### config.mk
export PLATFORM = sky130hd
export DESIGN_NAME = fp32_to_fp16_pipe_flat
export DESIGN_NICKNAME = d
export VERILOG_FILES = /design/src/rtl/fp32_to_fp16_pipe_if.sv /design/src/rtl/fp32_to_fp16_pipe.sv /design/src/flat_wrapper.sv
export SDC_FILE = /design/constraint.sdc
export NUM_CORES = 1
export LEC_CHECK = 0
export ABC_CLOCK_PERIOD_IN_PS = 8300
export BUFFER_PORTS_ARGS = -buffer_cell sky130_fd_sc_hd__clkbuf_2
export CORE_AREA = 2 2 203 205
export CTS_CLUSTER_SIZE = 10
export DETAILED_ROUTE_END_ITERATION = 7
export DIE_AREA = 0 0 205 207
export GPL_ROUTABILITY_DRIVEN = 0
export HOLD_SLACK_MARGIN = 0.1
export PLACE_DENSITY = 0.55
export SYNTH_ARGS = -nofsm -noshare
export SYNTH_HDL_FRONTEND = slang
export SYNTH_SLANG_ARGS = --single-unit
### constraint.sdc
create_clock -name clk -period 8.3 [get_ports clk]
set_clock_uncertainty 0.05 [all_clocks]
set_input_delay 1.66 -clock clk [delete_from_list [all_inputs] [get_ports clk]]
set_output_delay 1.66 -clock clk [all_outputs]
set_load 0.02 [all_outputs]
### src/rtl/fp32_to_fp16_pipe_if.sv
// -----------------------------------------------------------------------------
// fp32_to_fp16_pipe_if
//   Handshake bundle between the fp32 accumulator drain, the converter and the
//   fp16 output buffer.
//   in_valid  / in_ready  : upstream valid/ready, in_data lane i = [32*i+:32]
//   out_valid / out_ready : downstream valid/ready, out_data lane i = [16*i+:16]
//   out_flags             : lane i = {ovf, unf, inexact} at [3*i+:3]
//   modport master : the side that feeds fp32 words and consumes fp16 words
//   modport slave  : the converter
// -----------------------------------------------------------------------------
interface fp32_to_fp16_pipe_if #(
    parameter int LANES = 4
);
    logic                  in_valid;
    logic                  in_ready;
    logic [32*LANES-1:0]   in_data;
    logic                  out_valid;
    logic                  out_ready;
    logic [16*LANES-1:0]   out_data;
    logic [3*LANES-1:0]    out_flags;

    modport master (
        output in_valid, in_data, out_ready,
        input  in_ready, out_valid, out_data, out_flags
    );

    modport slave (
        input  in_valid, in_data, out_ready,
        output in_ready, out_valid, out_data, out_flags
    );
endinterface

### src/rtl/fp32_to_fp16_pipe.sv
// -----------------------------------------------------------------------------
// fp32_to_fp16_pipe
//   Multi-lane, two-stage pipelined IEEE-754 fp32 -> fp16 converter with
//   valid/ready flow control and per-lane {ovf, unf, inexact} flags.
//   Stage 1 classifies each lane and aligns the significand to the fp16
//   fraction grid (guard/sticky kept); stage 2 rounds, packs and flags.
// Ports
//   clk     : rising-edge clock
//   resetn  : asynchronous active-low reset
//   bus     : slave side of fp32_to_fp16_pipe_if (in_*, out_*)
// Parameters
//   LANES      : independent lanes sharing one handshake
//   ROUND_MODE : 0 = round-to-nearest-even, 1 = round-toward-zero
// -----------------------------------------------------------------------------
module fp32_to_fp16_pipe #(
    parameter int LANES      = 4,
    parameter int ROUND_MODE = 0
) (
    input  logic                 clk,
    input  logic                 resetn,
    fp32_to_fp16_pipe_if.slave   bus
);

    // Lane classes decided in stage 1
    localparam logic [1:0] C_ROUND = 2'd0;  // normal or fp16-subnormal, needs rounding
    localparam logic [1:0] C_PASS  = 2'd1;  // NaN / Inf, exp+frac already final
    localparam logic [1:0] C_FLUSH = 2'd2;  // result is signed zero, stk = value lost
    localparam logic [1:0] C_OVF   = 2'd3;  // magnitude beyond fp16 range

    typedef struct packed {
        logic [1:0] cls;
        logic       sign;
        logic [4:0] exp;
        logic [9:0] frac;
        logic       grd;
        logic       stk;
    } s1_t;

    // Align one fp32 word onto the fp16 fraction grid.
    // {1,m} is placed at [47:24] and shifted right so that the fp16 fraction
    // lands in [33:24]; 13 for normals, 126-e for fp16 subnormals, which makes
    // bit 23 the guard and [22:0] the sticky in both cases.
    function automatic s1_t classify(input logic [31:0] a);
        s1_t         r;
        logic [7:0]  e;
        logic [22:0] m;
        logic [47:0] ext;
        logic [4:0]  sh;
        e   = a[30:23];
        m   = a[22:0];
        r   = '0;
        r.sign = a[31];
        ext = {1'b1, m, 24'h0};
        sh  = 5'd13;
        if (e == 8'hFF) begin
            r.cls  = C_PASS;
            r.exp  = 5'h1F;
            r.frac = (m != 23'h0) ? {1'b1, m[21:13]} : 10'h0;
        end else if (e == 8'h00) begin
            r.cls = C_FLUSH;
            r.stk = |m;
        end else if (e < 8'd102) begin
            r.cls = C_FLUSH;
            r.stk = 1'b1;
        end else if (e > 8'd142) begin
            r.cls = C_OVF;
        end else begin
            r.cls = C_ROUND;
            if (e >= 8'd113) begin
                r.exp = 5'(e - 8'd112);
            end else begin
                sh = 5'(8'd126 - e);
            end
            ext    = ext >> sh;
            r.frac = 10'(ext[47:24]);
            r.grd  = ext[23];
            r.stk  = |ext[22:0];
        end
        return r;
    endfunction

    // Magnitude returned on overflow: Inf for RNE, largest finite for RTZ
    function automatic logic [14:0] sat_mag();
        return (ROUND_MODE == 0) ? 15'h7C00 : 15'h7BFF;
    endfunction

    // Round, pack and flag one lane; returns {ovf, unf, inexact, fp16}.
    // Rounding is done on the packed {exp,frac} so a fraction carry bumps the
    // exponent for free. Overflow is judged on the nearest-even result in both
    // modes, so RTZ flags ovf on values that round past 65504 and saturates.
    function automatic logic [18:0] round_pack(input s1_t p);
        logic        inc_rne;
        logic        inc;
        logic        lost;
        logic [14:0] mag;
        logic [14:0] sum_rne;
        logic [14:0] sum;
        logic [2:0]  fl;
        logic [15:0] res;
        mag     = {p.exp, p.frac};
        lost    = p.grd | p.stk;
        inc_rne = p.grd & (p.stk | p.frac[0]);
        inc     = (ROUND_MODE == 0) ? inc_rne : 1'b0;
        sum_rne = mag + {14'd0, inc_rne};
        sum     = mag + {14'd0, inc};
        res     = {p.sign, 15'h0};
        fl      = 3'b000;
        case (p.cls)
            C_PASS:  res = {p.sign, mag};
            C_FLUSH: fl  = {1'b0, p.stk, p.stk};
            C_OVF: begin
                res = {p.sign, sat_mag()};
                fl  = 3'b101;
            end
            default: begin
                if (sum_rne[14:10] == 5'h1F) begin
                    res = {p.sign, sat_mag()};
                    fl  = 3'b101;
                end else begin
                    res = {p.sign, sum};
                    fl  = {1'b0, (sum[14:10] == 5'h00) & lost, lost};
                end
            end
        endcase
        return {fl, res};
    endfunction

    logic                 w_adv1;
    logic                 w_adv2;
    s1_t                  w_cls   [LANES];
    logic [16*LANES-1:0]  w_data;
    logic [3*LANES-1:0]   w_flags;

    logic                 r_vld_p1;
    s1_t                  r_lane_p1 [LANES];
    logic                 r_vld_p2;
    logic [16*LANES-1:0]  r_data_p2;
    logic [3*LANES-1:0]   r_flags_p2;

    assign w_adv2       = !r_vld_p2 || bus.out_ready;
    assign w_adv1       = !r_vld_p1 || w_adv2;
    assign bus.in_ready = w_adv1;

    always_comb begin
        w_cls   = '{default: '0};
        w_data  = '0;
        w_flags = '0;
        for (int i = 0; i < LANES; i++) begin
            w_cls[i] = classify(bus.in_data[32*i +: 32]);
            {w_flags[3*i +: 3], w_data[16*i +: 16]} = round_pack(r_lane_p1[i]);
        end
    end

    // ---- stage 1: classify / align ----
    always_ff @(posedge clk) begin
        if (w_adv1) begin
            for (int i = 0; i < LANES; i++) begin
                r_lane_p1[i] <= w_cls[i];
            end
        end
    end

    // ---- stage 2: round / pack / flags, drives the output port ----
    always_ff @(posedge clk or negedge resetn) begin
        if (!resetn) begin
            r_vld_p1   <= 1'b0;
            r_vld_p2   <= 1'b0;
            r_data_p2  <= '0;
            r_flags_p2 <= '0;
        end else begin
            if (w_adv1) begin
                r_vld_p1 <= bus.in_valid;
            end
            if (w_adv2) begin
                r_vld_p2 <= r_vld_p1;
                if (r_vld_p1) begin
                    r_data_p2  <= w_data;
                    r_flags_p2 <= w_flags;
                end
            end
        end
    end

    assign bus.out_valid = r_vld_p2;
    assign bus.out_data  = r_data_p2;
    assign bus.out_flags = r_flags_p2;

endmodule

### src/flat_wrapper.sv
// flat-port wrapper written by rule: the top's interface ports become plain ports
module fp32_to_fp16_pipe_flat 
#(
    parameter int LANES      = 4,
    parameter int ROUND_MODE = 0
)
  (clk, resetn, bus_in_valid, bus_in_data, bus_out_ready, bus_in_ready, bus_out_valid, bus_out_data, bus_out_flags);
  fp32_to_fp16_pipe_if #(.LANES(LANES)) bus_i ();
  input  logic clk;
  input  logic resetn;
  input wire logic [$bits(bus_i.in_valid)-1:0] bus_in_valid;
  input wire logic [$bits(bus_i.in_data)-1:0] bus_in_data;
  input wire logic [$bits(bus_i.out_ready)-1:0] bus_out_ready;
  output wire logic [$bits(bus_i.in_ready)-1:0] bus_in_ready;
  output wire logic [$bits(bus_i.out_valid)-1:0] bus_out_valid;
  output wire logic [$bits(bus_i.out_data)-1:0] bus_out_data;
  output wire logic [$bits(bus_i.out_flags)-1:0] bus_out_flags;
  assign bus_i.in_valid = bus_in_valid;
  assign bus_i.in_data = bus_in_data;
  assign bus_i.out_ready = bus_out_ready;
  assign bus_in_ready = bus_i.in_ready;
  assign bus_out_valid = bus_i.out_valid;
  assign bus_out_data = bus_i.out_data;
  assign bus_out_flags = bus_i.out_flags;
  fp32_to_fp16_pipe #(.LANES(LANES), .ROUND_MODE(ROUND_MODE)) u_core (.clk(clk), .resetn(resetn), .bus(bus_i));
endmodule
==> impl.org <==
** Clock tree
- Once the clock tree was built, the resizer swapped 0 gates to a different size.
- Number of clock buffers inserted by TritonCTS :: 17
- Clock tree synthesis found a total of 158 sinks.
- Number of hold-repair buffers added at the cts stage :: 0
- Setup Fix Bufs, Post-CTS :: 0
- H-Tree Level Count :: 4
- The tree is rooted in a clkbuf_16.
- CTS tree :: done
- Clock Latency Late Sink :: 450 ps
- After clock tree synthesis, the clock-pin slew on the worst setup and hold paths is 70 ps.
- In this run the deepest clock path goes through 2 buffers.

** STA
- Setup Viol. Count Final :: 0
- Setup total negative slack on the finished layout was measured at 0 ps.
- The tightest hold path in the finished design has a slack of 391 ps.
- Final worst path period share :: 0.734
- For the pin with the worst max-slew slack, the measured transition is 1370 ps.
- Static timing analysis puts the maximum clock frequency at 164 MHz.
- RSZ-0062 raised after global routing :: false
- The worst pin sits at a relative slew slack of 0.0809.
- Minimum period implied by the final worst setup slack :: 6090 ps
- Count of final hold-check violations :: 0
- Number of pins with negative max-slew slack in the final report :: 0

** Final layout
- Excluding fillers, the count of instances in the completed layout stands at 2725.
- The layout has 4167 filler cells.
- 0 antenna diodes ended up in the layout.
- Of the cells placed in the final design, the portion with a size suffix greater than 1 is 0.149.
- Compared with the post-synthesis result, the final layout area differs by 11.6%.
- The final layout contains 2339 nets.
- Leaving out fill and tap cells, the most frequent cell in the layout is nand2_1.
- Highest-count cells in the layout ignoring fill and taps :: nand2_1 (249), clkbuf_2 (208), nor2_1 (194), o21ai_0 (164), a21oi_1 (117)
- Once layout is complete, the utilization of the core stands at 0.441.

** Critical path
- The worst setup path is captured at a flip-flop.
- Arrival time at the worst endpoint :: 6230 ps
- Along the worst path, the maximum fanout reaches 31.
- Data required, critical path :: 8440 ps
- Worst setup path category :: in -> reg
- Critical path startpoint category :: input port

** Min path
- The min-delay analysis places its worst path in the category reg -> reg.

** GRT
- The first global-routing pass estimated 92500 um of wire.
- Maximum number of pins on one net before global-route repair :: 91
- Global routing finished with a remaining overflow of 0.
- Global-route total usage across every layer :: 0.269
- The number of antenna violations at the first check in global routing was 0.
- The via count of the first global-routing pass is 16.4k.

** Die
- Die Width :: 205 um
- The floorplan step defined a die boundary enclosing 42400 um^2.
- 210 I/O pins were placed.
- Floorplan core area :: 40400 um^2
- Starting density of the core :: 0.395
- Y dimension of the die :: 207 um
- In this run the core area contains 74 standard-cell rows.

** Synth
- Mapped Avg Cell Area :: 7.62 um^2
- Area share of the largest cell type after synthesis :: 0.151
- Share of flip-flops with an asynchronous set or reset after synthesis :: 0.494
- After synthesis the cells add up to 16000 um^2.
- Synthesis produced a netlist whose cell count is 2095.
- Dominant register cell in the synthesized netlist :: edfxtp_1
- Library cells used by synthesis :: 91
- Counting flops and latches in the post-synthesis netlist gives 158.
- During synthesis, Yosys emitted a total of 0 warnings.
- EDFF count, synth :: 80
- The synthesized design spends more area on one cell type than any other, namely edfxtp_1.
- Synth area leaders :: edfxtp_1 (15%), dfrtp_1 (12%), nand2_1 (5.9%)
- The number of nets handed over by synthesis was 2254.
- Of the synthesized area, sequential elements account for 0.273.

** Placed design
- Number of I/O port buffers :: 209
- In this run, placement finished with an instance count of 2693.
- The HPWL after detailed placement is 43100 um.

** Routing
- After detailed routing, the average wire length per cell comes to 21.6 um.
- In the routed layout, each cell is associated on average with a via count of 6.52.
- Routed WL :: 58700 um
- For this run, design rule violations remaining after detail routing come to 1.
- In this run the remaining antenna-violating nets after routing total 0.
- Detailed-router iteration count before antenna repair :: 8
- Drt initial violations :: 2210
- Detailed-route via count :: 17.8k

** Run status
- The final reports fail on design-rule violations.
- The flow ran to the end, but the final reports show violations.

** Run
- Across the run, the number of max-cap violations was 0.

** Pwr
- Worst voltage drop across the vdd grid :: 0.126 mV
- Summed over all cells, the static leakage comes to 7.14 nW.
- Power per cell area :: 162 nW/um^2
-- synthesized netlist by cell type, types with 17 or more instances --
master	count
dfrtp_1	78
buf_2	28
mux2_2	17
a31oi_1	51
a211oi_1	22
o32ai_1	17
nand3_1	70
o21ai_1	17
ha_1	27
o221ai_1	34
a21o_1	19
o31ai_1	17
a22oi_1	19
nor2b_1	17
and3_1	37
a221oi_1	26
xnor2_1	22
o21ai_0	167
a21oi_1	117
nor2_1	194
clkbuf_1	121
and2_1	21
o211ai_1	42
nand2_1	250
nor3b_1	21
inv_1	56
nand4_1	25
o22ai_1	45
nor4_1	35
mux2i_1	66
nand2b_1	22
nor3_1	68
edfxtp_1	80
-- sequential cells by signal (all words and copies together) (netlist names) --
name and count:
u_core.r_lane_p1 80, u_core.bus.out_valid 1, u_core.bus.out_flags 12, u_core.r_vld_p1 1, u_core.bus.out_data 64
-- power breakdown --
part           internal (W)  switching, W  total (W)
Combinational      0.000349      0.000695    0.00104
Sequential         0.000946      0.000107    0.00105
Clock              0.000424      0.000375   0.000798
Total               0.00172       0.00118    0.00289
-- routing by layer --
metal / track usage / share of wire
met3: 0.0417 / 0.092
met5: 0 / 0
met1: 0.381 / 0.43
met2: 0.415 / 0.45
met4: 0.0896 / 0.031
-- critical path, cell delays in order --
cell and delay (ps):
clkbuf_2 400, inv_1 560, ha_1 250, or4b_1 650
a21oi_2 660, and2_1 820, o21a_1 280, nor4bb_1 330
nand4_1 130, nor4_1 360, o21ai_1 120
-- final timing paths --
| kind | from | slack, ps | to | cells after the start |
|---|---|---|---|---|
| setup / recovery | bus_in_data[23] | 2210 | u_core.r_lane_p1[0][0] | 11 |
| hold / removal | u_core.r_lane_p1[1][17] | 390 | u_core.bus.out_data[31] | 2 |
| setup reg to reg | u_core.r_lane_p1[1][0] | 4730 | u_core.bus.out_data[16] | 10 |
| hold reg to reg | u_core.r_lane_p1[1][17] | 390 | u_core.bus.out_data[31] | 2 |
| max in group asynchronous | resetn | 6030 | u_core.bus.out_data[34] | 2 |
| min in group asynchronous | resetn | 1050 | u_core.r_vld_p1 | 1 |
-- logic make-up (layout without fill, tap and decap cells) --
| group | Yosys count | after routing | synth area share |
|---|---|---|---|
| flip-flops | 158 | 158 | 0.273 |
| multiplexers | 87 | 87 | 0.0590 |
| adder cells (fa/ha/maj) | 27 | 27 | 0.0212 |
| XOR/XNOR | 34 | 34 | 0.0191 |
| buffers and inverters | 225 | 323 | 0.0577 |
| AO/OA/AOI/OAI | 741 | 741 | 0.317 |
| AND/OR/NAND/NOR | 823 | 823 | 0.254 |
-- cell type report --
type / instances / area [um^2] / share of cell area
inverters: 57 / 214 / 0.0120
repair buffers: 234 / 1240 / 0.0694
clock inverters: 14 / 155 / 0.00871
flip-flops and latches: 158 / 4350 / 0.244
multi-input cells: 1712 / 10700 / 0.603
clock buffers: 18 / 450 / 0.0253
well taps: 532 / 666 / 0.0374
-- through the flow --
stage	power, W	worst slack [ps]	instance area [um^2]
finish	0.00289	2210	17800
global route	0.00305	1940	17800
CTS	0.00290	2390	17800
detailed placement	0.00209	1920	17200
global placement	0.00208	1980	17200
floorplan	0.00172	2920	16000
Note: power is estimated with default switching activity, not from simulation.
